[config.mk]
export PLATFORM = sky130hd
export DESIGN_NAME = par2ser_feed
export DESIGN_NICKNAME = d
export VERILOG_FILES = /design/src/rtl/par2ser_feed_pkg.sv /design/src/rtl/par2ser_feed_bit_tick_gen.sv /design/src/rtl/par2ser_feed.sv
export SDC_FILE = /design/constraint.sdc
export NUM_CORES = 1
export LEC_CHECK = 0
export ABC_AREA = 1
export CAP_MARGIN = 20
export CORE_AREA = 2 2 39 41
export DETAILED_ROUTE_END_ITERATION = 7
export DIE_AREA = 0 0 41 43
export PLACE_DENSITY = 0.7
export SYNTH_ARGS = -nofsm -noshare
export SYNTH_HDL_FRONTEND = slang
export SYNTH_HIERARCHICAL = 1
export SYNTH_SLANG_ARGS = --single-unit
[constraint.sdc]
create_clock -name CLK -period 2.2 [get_ports CLK]
set_input_delay 0.55 -clock CLK [delete_from_list [all_inputs] [get_ports CLK]]
set_output_delay 0.55 -clock CLK [all_outputs]
set_load 0.01 [all_outputs]
[src/rtl/par2ser_feed_pkg.sv]
// Shared definitions for the parallel-to-serial feeder: state encoding and
// the counter width helper.
package par2ser_feed_pkg;

   typedef enum logic [1:0] {
      ST_IDLE  = 2'd0,
      ST_SHIFT = 2'd1,
      ST_DONE  = 2'd2
   } state_t;

   // Ceiling log2 with a floor of one bit, so a counter is never zero-width.
   function automatic int clog2_min1(input int value);
      int w;
      w = 0;
      for (int i = 0; i < 31; i++) begin
         if ((1 << i) < value) w = i + 1;
      end
      return (w < 1) ? 1 : w;
   endfunction

endpackage

[src/rtl/par2ser_feed_bit_tick_gen.sv]
// Bit-period counter: raises tick in the last clock of each DIV-clock bit
// period while run is high; clr restarts the period when a word is accepted.
module bit_tick_gen
   import par2ser_feed_pkg::*;
#(
   parameter int DIV = 1
) (
   input  logic clk,
   input  logic rst,
   input  logic clr,
   input  logic run,
   output logic tick
);

   localparam int W = clog2_min1(DIV);
   localparam logic [W-1:0] DIV_LAST = W'(DIV - 1);

   logic [W-1:0] div_cnt_q, div_cnt_d;

   always_comb begin
      tick      = run && (div_cnt_q == DIV_LAST);
      div_cnt_d = div_cnt_q;
      if (clr) begin
         div_cnt_d = '0;
      end else if (tick) begin
         div_cnt_d = '0;
      end else if (run) begin
         div_cnt_d = div_cnt_q + W'(1);
      end
   end

   always_ff @(posedge clk) begin
      if (rst) div_cnt_q <= '0;
      else     div_cnt_q <= div_cnt_d;
   end

endmodule

[src/rtl/par2ser_feed.sv]
// Parallel-to-serial feeder: accepts a word on valid/ready and drives EN/in of a
// right-shifting register LSB-first so the register ends up holding the word.
//
//   state    | meaning
//   ---------+-------------------------------------------------------------
//   ST_IDLE  | ready high, waiting for a handshake
//   ST_SHIFT | presenting shreg[0] on sout, EN strobes once per bit period
//   ST_DONE  | one-cycle done pulse, no handshake accepted
module par2ser_feed
   import par2ser_feed_pkg::*;
#(
   parameter int N   = 4,
   parameter int DIV = 1
) (
   input  logic         CLK,
   input  logic         RST,
   input  logic [N-1:0] din,
   input  logic         valid,
   output logic         ready,
   output logic         EN,
   output logic         sout,
   output logic         busy,
   output logic         done
);

   localparam int BW = clog2_min1(N);
   localparam logic [BW-1:0] BIT_LAST = BW'(N - 1);

   state_t        state_q, state_d;
   logic [N-1:0]  shreg_q, shreg_d;
   logic [BW-1:0] bit_cnt_q, bit_cnt_d;
   logic          tick;
   logic          accept;
   logic          run;

   assign accept = (state_q == ST_IDLE) && valid;
   assign run    = (state_q == ST_SHIFT);

   bit_tick_gen #(.DIV(DIV)) u_tick (
      .clk  (CLK),
      .rst  (RST),
      .clr  (accept),
      .run  (run),
      .tick (tick)
   );

   always_comb begin
      state_d   = state_q;
      shreg_d   = shreg_q;
      bit_cnt_d = bit_cnt_q;
      ready     = 1'b0;
      EN        = 1'b0;
      sout      = 1'b0;
      busy      = 1'b0;
      done      = 1'b0;
      case (state_q)
         ST_IDLE: begin
            ready = 1'b1;
            if (valid) begin
               shreg_d   = din;
               bit_cnt_d = '0;
               state_d   = ST_SHIFT;
            end
         end
         ST_SHIFT: begin
            busy = 1'b1;
            sout = shreg_q[0];
            EN   = tick;
            if (tick) begin
               shreg_d = shreg_q >> 1;
               // Counter parks at zero on the last bit so it never passes N-1.
               if (bit_cnt_q == BIT_LAST) begin
                  bit_cnt_d = '0;
                  state_d   = ST_DONE;
               end else begin
                  bit_cnt_d = bit_cnt_q + BW'(1);
               end
            end
         end
         ST_DONE: begin
            busy    = 1'b1;
            done    = 1'b1;
            state_d = ST_IDLE;
         end
         default: begin
            state_d = ST_IDLE;
         end
      endcase
   end

   always_ff @(posedge CLK) begin
      if (RST) begin
         state_q   <= ST_IDLE;
         shreg_q   <= '0;
         bit_cnt_q <= '0;
      end else begin
         state_q   <= state_d;
         shreg_q   <= shreg_d;
         bit_cnt_q <= bit_cnt_d;
      end
   end

endmodule

Word-level counts from Yosys, hierarchy flattened
Index checks and enable logic that the tools add are counted.

operators by class
  bitwise operators = 1
  reductions and logical operators = 8
  equal/unequal tests = 6
  add/subtract/negate cells = 2
  mux-type cells = 16

operators with widths
  operator               count
  $mux W2                6
  $mux W4                2
  $pmux W2 S2            2
  $pmux W4 S2            1
  $ne A2 B2 Y1 const B   3
  $reduce_and A3 Y1      2
  $mux W1                5
  $eq A2 B2 Y1 const B   2
  $reduce_or A3 Y1       1
  $add A2 B1 Y2 const B  1
  $eq A2 B1 Y1 const B   1
  $logic_and A1 B1 Y1    2
  $logic_not A2 Y1       1
  $reduce_bool A2 Y1     1
  $reduce_or A2 Y1       1
  $add A1 B1 Y1 const B  1
  $not A1 Y1             1

storage, ports and cells
  bits of input ports = 7
  word-level logic and storage cells = 37
  flip-flop bits (word level) = 9
  output and inout port bits = 5

Longest topological paths before layout
Gate-level depths: netlist (run 1).

  word-level depth = 4
  depth in mapped cells = 10
  mapped depth without buffers = 10

Modules after synthesis
The synthesis (run 1) kept the hierarchy.

modules (own cells, without submodules)
  module        cells an instance  instances  sequential area each (sq um)  area an instance (sq um)
  par2ser_feed  82                 1          160.2                         536.8
  bit_tick_gen  8                  1          20.0                          46.3

Least setup slack after synthesis (run 1)
No wires, ideal clock.

  kind = register to output
  from = reg state_q[1]
  to = out EN
  data required time = 1.650 ns
  buffers on the path = 0
  path slack = 0.572 ns
  arrival = 1.078 ns
  cell stages (with the launch flop) = 7
  path through = dfxtp_1 -> inv_1 -> ha_1 -> inv_1 -> nor2_1 -> nand2_1 -> inv_1

between the ends
  word-level cells in the longest chain between the ends = 3

ends and longest elaborated chain
  what                      RTL line                         RTL
  start: declaration        par2ser_feed.sv:29               state_t state_q, state_d;
  start signal: assignment  par2ser_feed.sv:97               state_q <= state_d;
  $eq A2 B1 Y1              par2ser_feed.sv:37               assign run = (state_q == ST_SHIFT);
  via run                   par2ser_feed.sv:34               logic run;
  $logic_and A1 B1 Y1       par2ser_feed_bit_tick_gen.sv:21  tick = run && (div_cnt_q == DIV_LAST);
  via tick                  par2ser_feed.sv:32               logic tick;
  $mux W1                   par2ser_feed.sv:56               case (state_q)
  end: declaration          par2ser_feed.sv:20               output logic EN,

The timed path passes the listed nets, and every way through them passes these cells.

Final worst setup path (run 1)
  from = reg state_q[0]
  to = out busy

between the ends
  word-level cells in the longest chain between the ends = 3
  elaborated cells on any way between the ends = 4
  classes of those cells = eq/ne (2); mux (1); reduce/logical (1)

ends and longest elaborated chain
  what                                                 RTL line            RTL
  $eq A2 B2 Y1 / $eq A2 B1 Y1 (equally long branches)  par2ser_feed.sv:56
  $reduce_or A2 Y1 (no line) (*)                       --
  $mux W1 (*)                                          par2ser_feed.sv:56
  end: declaration                                     par2ser_feed.sv:22  output logic busy,

Every way passes the cells marked *; elsewhere a longest branch is shown, timed or not.

==> summary.txt, run 1 <==
Outcome
  • Status: completed

Finish
  • Layout cells sized above 1: 13.1%
  • Sequential cell area: 180 µm²
  • Layout area overhead: 30.0%
  • Diode count: 0
  • Commonest non-fill, non-tap cells in the layout: 27 x nand2_1, 15 x inv_1, 15 x nor2_1
  • Footprint of the multi-input gates: 344 µm²
  • Commonest non-fill, non-tap cell in the layout: nand2_1
  • Filler cell count: 139
  • Final nets: 121

Clock tree
  • Max Root-Sink Buffers: 2
  • Sink Count: 9
  • CTS clk-pin slew, worst paths: 70 ps
  • H-tree levels: 1
  • Clock root buffer master: clkbuf_4
  • CTS tree: done
  • Clock Latency Late Sink: 270 ps
  • Total CTS buffers: 3

Synthesis
  • Synth Register Bits: 9
  • Post-synthesis compound-gate area fraction: 6.01%
  • Post-synth cell types: 12
  • Post-Syn Nets: 103
  • Synth Cell Area: 583 µm²
  • Avg Cell Area, Syn: 6.48 µm²
  • Simple-Gate Fraction of Synth Area: 39.3%
  • Main combinational cell family by area after synthesis: simple AND/OR/NAND/NOR gates
  • Post-synthesis adder-cell area fraction: 12.9%
  • Synth top area share: 30.9%
  • Cell taking the most area after synthesis: dfxtp_1
  • Synth Area in XOR/XNOR: 0%
  • Yosys warns: 6
  • Top post-synthesis cells by area: dfxtp_1 31%, nand2_1 17%, ha_1 13%
  • Sequential area share after synthesis: 30.9%
  • Post-synthesis mux area share: 0%
  • Cells after Synth: 90

Placed design
  • IO buf count: 11
  • Dpl hpwl: 794 µm
  • Final GP Congestion: 0.781

Global route
  • Vias in the first global route: 493
  • Grt total ovfl: 0
  • Initial antenna violation count: 0
  • First-pass GRT wire length: 1.79 mm
  • Largest net degree at the start of global routing: 9
  • GRT Util Overall: 15.2%

Worst setup path
  • CP startpoint kind: flip-flop
  • Critical Path End Type: primary output
  • Reg2Reg Setup Slack: 730 ps
  • Crit path to: busy
  • Worst reg2reg path startpoint: state_q[1]
  • Reg2Reg Depth: 10
  • Reg2reg end: state_q[0]
  • Max FO, Critical Path: 4
  • Setup CP Type: flip-flop to primary output
  • Arr. time, crit path: 1570 ps
  • Worst EP required: 1650 ps
  • CP startpoint: state_q[0]

Die
  • Die area: 0.00176 mm²
  • Die Y: 43 µm
  • Initial core utilization: 42.1%
  • Die Width: 41 µm
  • Row count: 14
  • Ports: 12
  • Core area: 0.00138 mm²

Timing
  • Peak Freq: 471 MHz
  • Worst Max-Slew Pin Slew: 223 ps
  • TNS Setup: 0 ps
  • Final Hold Violating Endpoints: 0
  • Final Cycle Share: 96.6%
  • Clock Skew: 6.87 ps
  • Min Tclk post-route: 2120 ps
  • Hold WS: 481 ps
  • # setup viols final: 0
  • Final slew viol count: 0
  • Slew headroom: 85.1%
  • RSZ-0062 raised after global routing: no

Pwr
  • Leakage: 0.403 nW
  • Switching share of power: 45.2%
  • Pwr/cell area: 1390 mW/mm²
  • IR drop worst, VDD: 0.872 mV
  • Logic gate share of total power: 63.8%
  • Sequential share of power: 23.6%
  • Clock share of power: 12.6%
  • Internal Power: 0.000578 W
  • Net Sw Power: 0.000477 W

Route
  • Routed length per instance: 9.09 µm
  • # DRC: 0
  • Detailed Route Iter0 Violations: 15
  • Post-route ant nets: 0
  • Vias per cell: 4.54
  • Routed WL: 1.12 mm
  • DR pass1 iterations: 6
  • Detailed-route via count: 559

Min path
  • HP Class: flip-flop to flip-flop

Run
  • Max-cap violations: 0
-- how the worst min path moves through the flow --
stage | start | slack (ps) | to | depth (start not counted)
2_1_floorplan | u_tick/div_cnt_q | 420 | u_tick/div_cnt_q | 2
3_3_place_gp | u_tick/div_cnt_q | 430 | u_tick/div_cnt_q | 2
3_5_place_dp | u_tick/div_cnt_q | 450 | u_tick/div_cnt_q | 2
4_1_cts | u_tick/div_cnt_q | 460 | u_tick/div_cnt_q | 2
5_1_grt | u_tick/div_cnt_q | 490 | u_tick/div_cnt_q | 2
6_report | shreg_q[3] | 480 | shreg_q[3] | 2
-- critical path, stage by stage (launching register included) --
cell	delay, ps
dfxtp_1	370
inv_1	100
ha_2	310
clkdlybuf4s50_1	530
-- cells by family after synthesis --
family	Yosys count
AO/OA/AOI/OAI	7
adder cells (fa/ha/maj)	6
buffers and inverters	17
flip-flops	9
AND/OR/NAND/NOR	51
-- per-stage QoR --
step | util (%) | worst slack (ps) | instance area, µm² | instances | power (W)
detailed placement | 52.1 | 139 | 721 | 118 | 0.000904
CTS | 54.6 | 57.6 | 756 | 123 | 0.00106
finish | 54.8 | 75.9 | 758 | 123 | 0.00106
global placement | 52.1 | 199 | 721 | 118 | 0.000899
floorplan | - | 572 | 583 | 90 | 0.000730
global route | 54.8 | 31.3 | 758 | 123 | 0.00117
-- power by group through the flow --
| stage | registers (W) | clock network, W | logic (W) |
|---|---|---|---|
| 6_report | 0.000249 | 0.000133 | 0.000674 |
| 3_3_place_gp | 0.000249 | 0 | 0.000650 |
| 3_5_place_dp | 0.000251 | 0 | 0.000652 |
| 2_1_floorplan | 0.000245 | 0 | 0.000484 |
| 4_1_cts | 0.000249 | 0.000135 | 0.000674 |
| 5_1_grt | 0.000254 | 0.000144 | 0.000768 |
-- timing repair --
item,4_1_cts,5_1_grt
setup buffers,1,0
endpoints found under the setup margin,1,1
hold buffers,0,0
pin swaps,1,0
gates resized for setup,3,1
-- area by class of cell --
cell class	count	area share, %
clock buffer	4	3.47
inverter	17	8.42
multi-input combinational	64	45.4
sequential	9	23.8
tap	16	2.64
timing repair buffer	13	16.3
-- registers in the layout (all words and copies together), names as in the netlist --
register and flops:
shreg_q 4, bit_cnt_q 2, state_q 2, u_tick/div_cnt_q 1
-- layer usage --
layer / wire [µm] / part of all wire, % / GRT usage [%] / vias up
met3: 66 / 5.9 / 5.24 / 5
met1: 509 / 46 / 15.6 / 233
met4: 28 / 2.5 / 10.7 / 0
met2: 514 / 46 / 24.1 / 18
met5: 0 / 0 / 0 / -
li1: - / - / - / 303
-- synthesized netlist by cell type (all sizes together) --
master	number
a21oi	3
dfxtp	9
ha	6
inv	17
nand2	31
nand3	4
nor2	16
o21ai	4
Note: power is estimated with default switching activity, not from simulation.
==> run 2, diff against run 1 <==
Clock period 2.2 ns to 2.63 ns, I/O delays scaled along.
==> run 2 against run 1 <==
Net effect: register-to-register slack better by 400 ps; first-iteration DRC count fell by 100%; clock skew grew 1.5 ps; power is 18% lower; setup slack improved by 94 ps; critical path type unchanged; combinational power down 18%; largest power group unchanged.
==> summary.txt, run 2 (synthesized netlist as in run 1, its figures left out) <==
Finish
  • Final nets: 119 (was 121)
  • Layout area overhead: 29.4% (was 30.0%)
  • Footprint of the multi-input gates: 354 µm² (was 344 µm²)
  • Biggest regs: shreg_q: 4 flops, bit_cnt_q: 2 flops, state_q: 2 flops (unchanged)
  • Max FFs per register: 4 (unchanged)
  • Layout cells sized above 1: 10.5% (was 13.1%)
  • Diode count: 0 (unchanged)
  • Filler cell count: 152 (was 139)
  • Sequential cell area: 180 µm² (unchanged)
  • Register with the most flip-flops: shreg_q (unchanged)
  • Commonest non-fill, non-tap cells in the layout: 27 x nand2_1, 16 x inv_1, 15 x nor2_1 (was 27 x nand2_1, 15 x inv_1, 15 x nor2_1)
  • Commonest non-fill, non-tap cell in the layout: nand2_1 (unchanged)

Outcome
  • Status: completed (unchanged)

Timing
  • Final slew viol count: 0 (unchanged)
  • RSZ-0062 raised after global routing: no (unchanged)
  • Final Hold Violating Endpoints: 0 (unchanged)
  • # setup viols final: 0 (unchanged)
  • Slew headroom: 82.8% (was 85.1%)
  • Peak Freq: 406 MHz
  • Final Cycle Share: 93.5%
  • Worst Max-Slew Pin Slew: 257 ps (was 223 ps)
  • Clock Skew: 8.38 ps (was 6.87 ps)
  • TNS Setup: 0 ps (unchanged)
  • Min Tclk post-route: 2460 ps

Pwr
  • Leakage: 0.391 nW (was 0.403 nW)
  • Clock share of power: 12.3% (was 12.6%)
  • Sequential share of power: 24.2% (was 23.6%)
  • Net Sw Power: 0.000395 W (was 0.000477 W)
  • Logic gate share of total power: 63.6% (was 63.8%)
  • Pwr/cell area: 1150 mW/mm² (was 1390 mW/mm²)
  • PnR Total Power: 0.000871 W (was 0.00106 W)
  • IR drop worst, VDD: 0.622 mV (was 0.872 mV)
  • Internal Power: 0.000475 W (was 0.000578 W)
  • Switching share of power: 45.4% (was 45.2%)

Route
  • Detailed-route via count: 555 (was 559)
  • Top layer in use: met4 (unchanged)
  • Detailed Route Iter0 Violations: 0 (was 15)
  • Post-route ant nets: 0 (unchanged)
  • Vias per cell: 4.59 (was 4.54)
  • DR pass1 iterations: 1 (was 6)
  • Met2 routed wirelength: 498 µm (was 514 µm)
  • # DRC: 0 (unchanged)
  • Wire length on met3: 56 µm (was 66 µm)
  • Routed WL: 1.08 mm (was 1.12 mm)
  • Routed length per instance: 8.95 µm (was 9.09 µm)
  • M1 WL: 497 µm (was 509 µm)

Worst setup path
  • Buf+Inv Stages, Crit Path: 4 (was 2)
  • Most frequent cell on the critical path: inv_1
  • Slowest Stage Delay on Critical Path: 530 ps (about the same)
  • CP startpoint kind: flip-flop (unchanged)
  • CP max stage cell: clkdlybuf4s50_1 (unchanged)
  • Worst-path cell chain: inv_1 -> ha_4 -> inv_1 -> nor2_2 -> nand2_1 -> inv_1 -> clkdlybuf4s50_1 (was inv_1 -> ha_2 -> clkdlybuf4s50_1)
  • Worst EP required: 1970 ps (was 1650 ps)
  • Max FO, Critical Path: 8 (was 4)
  • Family with the most delay on the worst path: buffers and inverters (unchanged)
  • Critical Path End Type: primary output (unchanged)
  • Setup CP Type: flip-flop to primary output (unchanged)
  • Arr. time, crit path: 1800 ps (was 1570 ps)

Clock tree
  • Sink Count: 9 (unchanged)
  • H-tree levels: 1 (unchanged)
  • Total CTS buffers: 3 (unchanged)
  • Hold-fix buffers, CTS: 0 (unchanged)
  • Clock root buffer master: clkbuf_4 (unchanged)
  • CTS tree: done (unchanged)
  • Max Root-Sink Buffers: 2 (unchanged)
  • CTS clk-pin slew, worst paths: 60 ps (was 70 ps)
  • Clock Latency Late Sink: 260 ps (was 270 ps)

Global route
  • Grt total ovfl: 0 (unchanged)
  • Initial antenna violation count: 0 (unchanged)
  • GRT Util Overall: 15.4% (was 15.2%)
  • First-pass GRT wire length: 1.81 mm (was 1.79 mm)
  • Vias in the first global route: 488 (was 493)
  • Largest net degree at the start of global routing: 9 (unchanged)

Die
  • Ports: 12 (unchanged)
  • Core area: 0.00138 mm² (unchanged)
  • Die Y: 43 µm (unchanged)
  • Row count: 14 (unchanged)
  • Die Width: 41 µm (unchanged)
  • Die area: 0.00176 mm² (unchanged)
  • Initial core utilization: 42.1% (unchanged)

Placed design
  • Dpl hpwl: 827 µm (was 794 µm)
  • Final GP Congestion: 0.769 (was 0.781)
  • IO buf count: 11 (unchanged)

Run
  • Max-cap violations: 0 (unchanged)

Min path
  • HP Class: flip-flop to flip-flop (unchanged)
## run 2: changes by cell type in the layout (fill, tap and decap cells not counted)
cell / previous run / this run
dlygate4sd2_1: 1 / 0
buf_4: 2 / 0
ha_2: 1 / 0
ha_4: 0 / 1
clkdlybuf4s50_1: 10 / 11
inv_2: 2 / 1
inv_1: 15 / 16
## run 2: metal layers
layer	GRT usage, %	vias up
li1	-	296
met4	10.0	0
met3	4.71	5
met5	0	-
met2	24.4	11
met1	16.6	243
## run 2: final timing paths
check / cells past startpoint / endpoint / slack [ps] / startpoint
setup / recovery: 7 / EN / 170 / state_q[1]
hold / removal: 2 / u_tick/div_cnt_q / 460 / u_tick/div_cnt_q
setup reg to reg: 6 / state_q[1] / 1130 / state_q[0]
hold reg to reg: 2 / u_tick/div_cnt_q / 460 / u_tick/div_cnt_q
## run 2: repair_timing
action | 4_1_cts | 5_1_grt
setup endpoints to repair | 1 | 1
setup buffers | 0 | 0
resized for setup | 1 | 2
## run 2: tightest hold or removal path: cells and delay by family, from the launching register on
family | cells | cell delay (ps)
and+or+nand+nor | 2 | 110
DFF | 1 | 320
## run 2: layout make-up
class                           instances  area share (%)
Clock buffer                            4            3.48
Tap cell                               16            2.65
Sequential cell                         9            23.9
Inverter                               17            8.46
Multi-Input combinational cell         64            46.9
Timing Repair Buffer                   11            14.6
## run 2: stage by stage
| step | area, µm² | utilization, % | setup slack [ps] | hold slack [ps] | cells |
|---|---|---|---|---|---|
| 3_3_place_gp | 713 | 51.5 | 339 | 444 | 117 |
| 5_1_grt | 754 | 54.5 | 56.3 | 484 | 121 |
| 3_5_place_dp | 713 | 51.5 | 236 | 433 | 117 |
| 4_1_cts | 742 | 53.6 | 26.5 | 447 | 121 |
| 6_report | 754 | 54.5 | 170 | 463 | 121 |
| 2_1_floorplan | 583 | - | 895 | 422 | 90 |
## run 2: power by group through the flow
stage | registers, W | clock network [W] | logic, W
after floorplan | 0.000205 | 0 | 0.000405
after CTS | 0.000208 | 0.000111 | 0.000550
final | 0.000210 | 0.000107 | 0.000554
after global routing | 0.000214 | 0.000121 | 0.000630
after detailed placement | 0.000211 | 0 | 0.000542
after global placement | 0.000209 | 0 | 0.000537
==> run 3, diff against run 2 <==
--- a/config.mk
+++ b/config.mk
@@ -12,3 +12,3 @@
 export DIE_AREA = 0 0 41 43
-export PLACE_DENSITY = 0.7
+export DONT_BUFFER_PORTS = 1
 export SYNTH_ARGS = -nofsm -noshare
==> constraint.sdc (replaced) <==
create_clock -name CLK -period 2.63 [get_ports CLK]
set_input_delay 0.3945 -clock CLK [delete_from_list [all_inputs] [get_ports CLK]]
set_output_delay 0.3945 -clock CLK [all_outputs]
set_load 0.01 [all_outputs]
==> run 3 against run 2 <==
Net effect: global-route usage is 0.82 points lower; clock-buffer cell count stayed put; sequential share of layout area is 4.7 points higher; maximum frequency is 30% higher.
==> summary.txt, run 3 (synthesized netlist as in run 1, its figures left out) <==
Placed design
  • Placed Area: 603 µm² (was 713 µm²)
  • Final GP Congestion: 0.740 (was 0.769)
  • Place WS: 1020 ps (was 236 ps)
  • Dpl hpwl: 744 µm (was 827 µm)
  • IO buf count: 0 (was 11)

Timing
  • Final Hold Violating Endpoints: 0 (unchanged)
  • RSZ-0062 raised after global routing: no (unchanged)
  • Final Cycle Share: 72.0% (was 93.5%)
  • Min Tclk post-route: 1890 ps (was 2460 ps)
  • Final WS setup: 736 ps (was 170 ps)
  • Worst Max-Slew Pin Slew: 291 ps (was 257 ps)
  • TNS Setup: 0 ps (unchanged)
  • Slew headroom: 80.6% (was 82.8%)
  • Clock Skew: 9.87 ps (was 8.38 ps)
  • Final slew viol count: 0 (unchanged)
  • Peak Freq: 528 MHz (was 406 MHz)
  • # setup viols final: 0 (unchanged)

Die
  • Die Width: 41 µm (unchanged)
  • Die Y: 43 µm (unchanged)
  • Initial core utilization: 42.1% (unchanged)
  • Row count: 14 (unchanged)
  • Ports: 12 (unchanged)
  • Core area: 0.00138 mm² (unchanged)
  • Die area: 0.00176 mm² (unchanged)

Global route
  • Initial antenna violation count: 0 (unchanged)
  • First-pass GRT wire length: 1.69 mm (was 1.81 mm)
  • GRT Util Overall: 14.6% (was 15.4%)
  • Grt total ovfl: 0 (unchanged)
  • Largest net degree at the start of global routing: 9 (unchanged)
  • Vias in the first global route: 429 (was 488)

Worst setup path
  • Critical Path End Type: primary output (unchanged)
  • Reg2Reg Setup Slack: 1000 ps (was 1130 ps)
  • Reg2Reg Depth: 9 (was 6)
  • Worst EP required: 2240 ps (was 1970 ps)
  • Arr. time, crit path: 1500 ps (was 1800 ps)
  • CP startpoint kind: flip-flop (unchanged)
  • Max FO, Critical Path: 8 (unchanged)
  • Setup CP Type: flip-flop to primary output (unchanged)

Clock tree
  • CTS clk-pin slew, worst paths: 70 ps (was 60 ps)
  • Resize count post-CTS: 0 (was 1)
  • Post-CTS Setup Inserts: 0 (unchanged)
  • CTS tree: done (unchanged)
  • Hold-fix buffers, CTS: 0 (unchanged)
  • H-tree levels: 1 (unchanged)
  • Total CTS buffers: 3 (unchanged)
  • Clock root buffer master: clkbuf_4 (unchanged)
  • Max Root-Sink Buffers: 2 (unchanged)
  • Sink Count: 9 (unchanged)
  • Clock Latency Late Sink: 260 ps (about the same)

Finish
  • Max FFs per register: 4 (unchanged)
  • Fin util: 45.5% (was 54.5%)
  • Layout cells sized above 1: 9.57% (was 10.5%)
  • Biggest regs: shreg_q: 4 flops, bit_cnt_q: 2 flops, state_q: 2 flops (unchanged)
  • Diode count: 0 (unchanged)
  • Final design instance area without fill: 629 µm² (was 754 µm²)
  • Commonest non-fill, non-tap cell in the layout: nand2_1 (unchanged)
  • Register with the most flip-flops: shreg_q (unchanged)
  • Commonest non-fill, non-tap cells in the layout: 27 x nand2_1, 16 x inv_1, 16 x nor2_1 (was 27 x nand2_1, 16 x inv_1, 15 x nor2_1)
  • Final nets: 108 (was 119)
  • Layout area overhead: 7.94% (was 29.4%)

Pwr
  • Net Sw Power: 0.000377 W (was 0.000395 W)
  • IR drop worst, VDD: 0.651 mV (was 0.622 mV)
  • Logic gate share of total power: 59.8% (was 63.6%)
  • Switching share of power: 48.2% (was 45.4%)
  • Internal Power: 0.000405 W (was 0.000475 W)
  • PnR Total Power: 0.000782 W (was 0.000871 W)
  • Pwr/cell area: 1240 mW/mm² (was 1150 mW/mm²)
  • Leakage: 0.350 nW (was 0.391 nW)
  • Clock share of power: 13.6% (was 12.3%)
  • Sequential share of power: 26.6% (was 24.2%)

Route
  • Routed WL: 1.01 mm (was 1.08 mm)
  • Detailed Route Iter0 Violations: 9 (was 0)
  • DR pass1 iterations: 4 (was 1)
  • # DRC: 0 (unchanged)
  • Routed length per instance: 9.15 µm (was 8.95 µm)
  • Vias per cell: 4.57 (was 4.59)
  • Post-route ant nets: 0 (unchanged)
  • Detailed-route via count: 503 (was 555)

Run
  • Max-cap violations: 0 (unchanged)

Min path
  • Worst hold stages: 3 (was 2)
  • HP Class: primary input to flip-flop (was flip-flop to flip-flop)

Outcome
  • Status: completed (unchanged)
## run 3: worst paths after layout
check	startpoint	to
worst max-delay path	state_q[1]	EN
worst min-delay path	RST	u_tick/div_cnt_q
worst max register to register	state_q[1]	state_q[1]
worst min register to register	u_tick/div_cnt_q	u_tick/div_cnt_q
## run 3: final cells by class
class	count	area, µm²
clock buffer	4	26.3
fill	161	754
inverter	17	63.8
multi-input combinational	64	339
sequential	9	180
tap	16	20.0
## run 3: layer usage
metal | vias to the layer above | part of all wire (%) | track usage [%]
li1 | 276 | - | -
met1 | 217 | 46 | 15.9
met5 | - | 0 | 0
met3 | 0 | 5.3 | 9.95
met2 | 10 | 49 | 22.2
met4 | 0 | 0 | 4.00
## run 3: worst max-delay path, cell delays in order, from the launching register on
cell and delay (ps):
dfxtp_1 320, inv_1 110, ha_1 330, inv_1 90, nor2_1 220, nand2_1 80
inv_1 100
## run 3: through the flow
step,hold WS [ps],std cells
after floorplan,422,90
after global placement,450,106
after detailed placement,437,106
after CTS,262,110
after global routing,295,110
final,266,110
## run 3: power by group through the flow
stage	clock [W]	combinational (W)	sequential [W]
final	0.000106	0.000468	0.000208
after global routing	0.000116	0.000545	0.000214
after CTS	0.000111	0.000473	0.000209
after detailed placement	0	0.000469	0.000212
after global placement	0	0.000466	0.000210
after floorplan	0	0.000405	0.000205
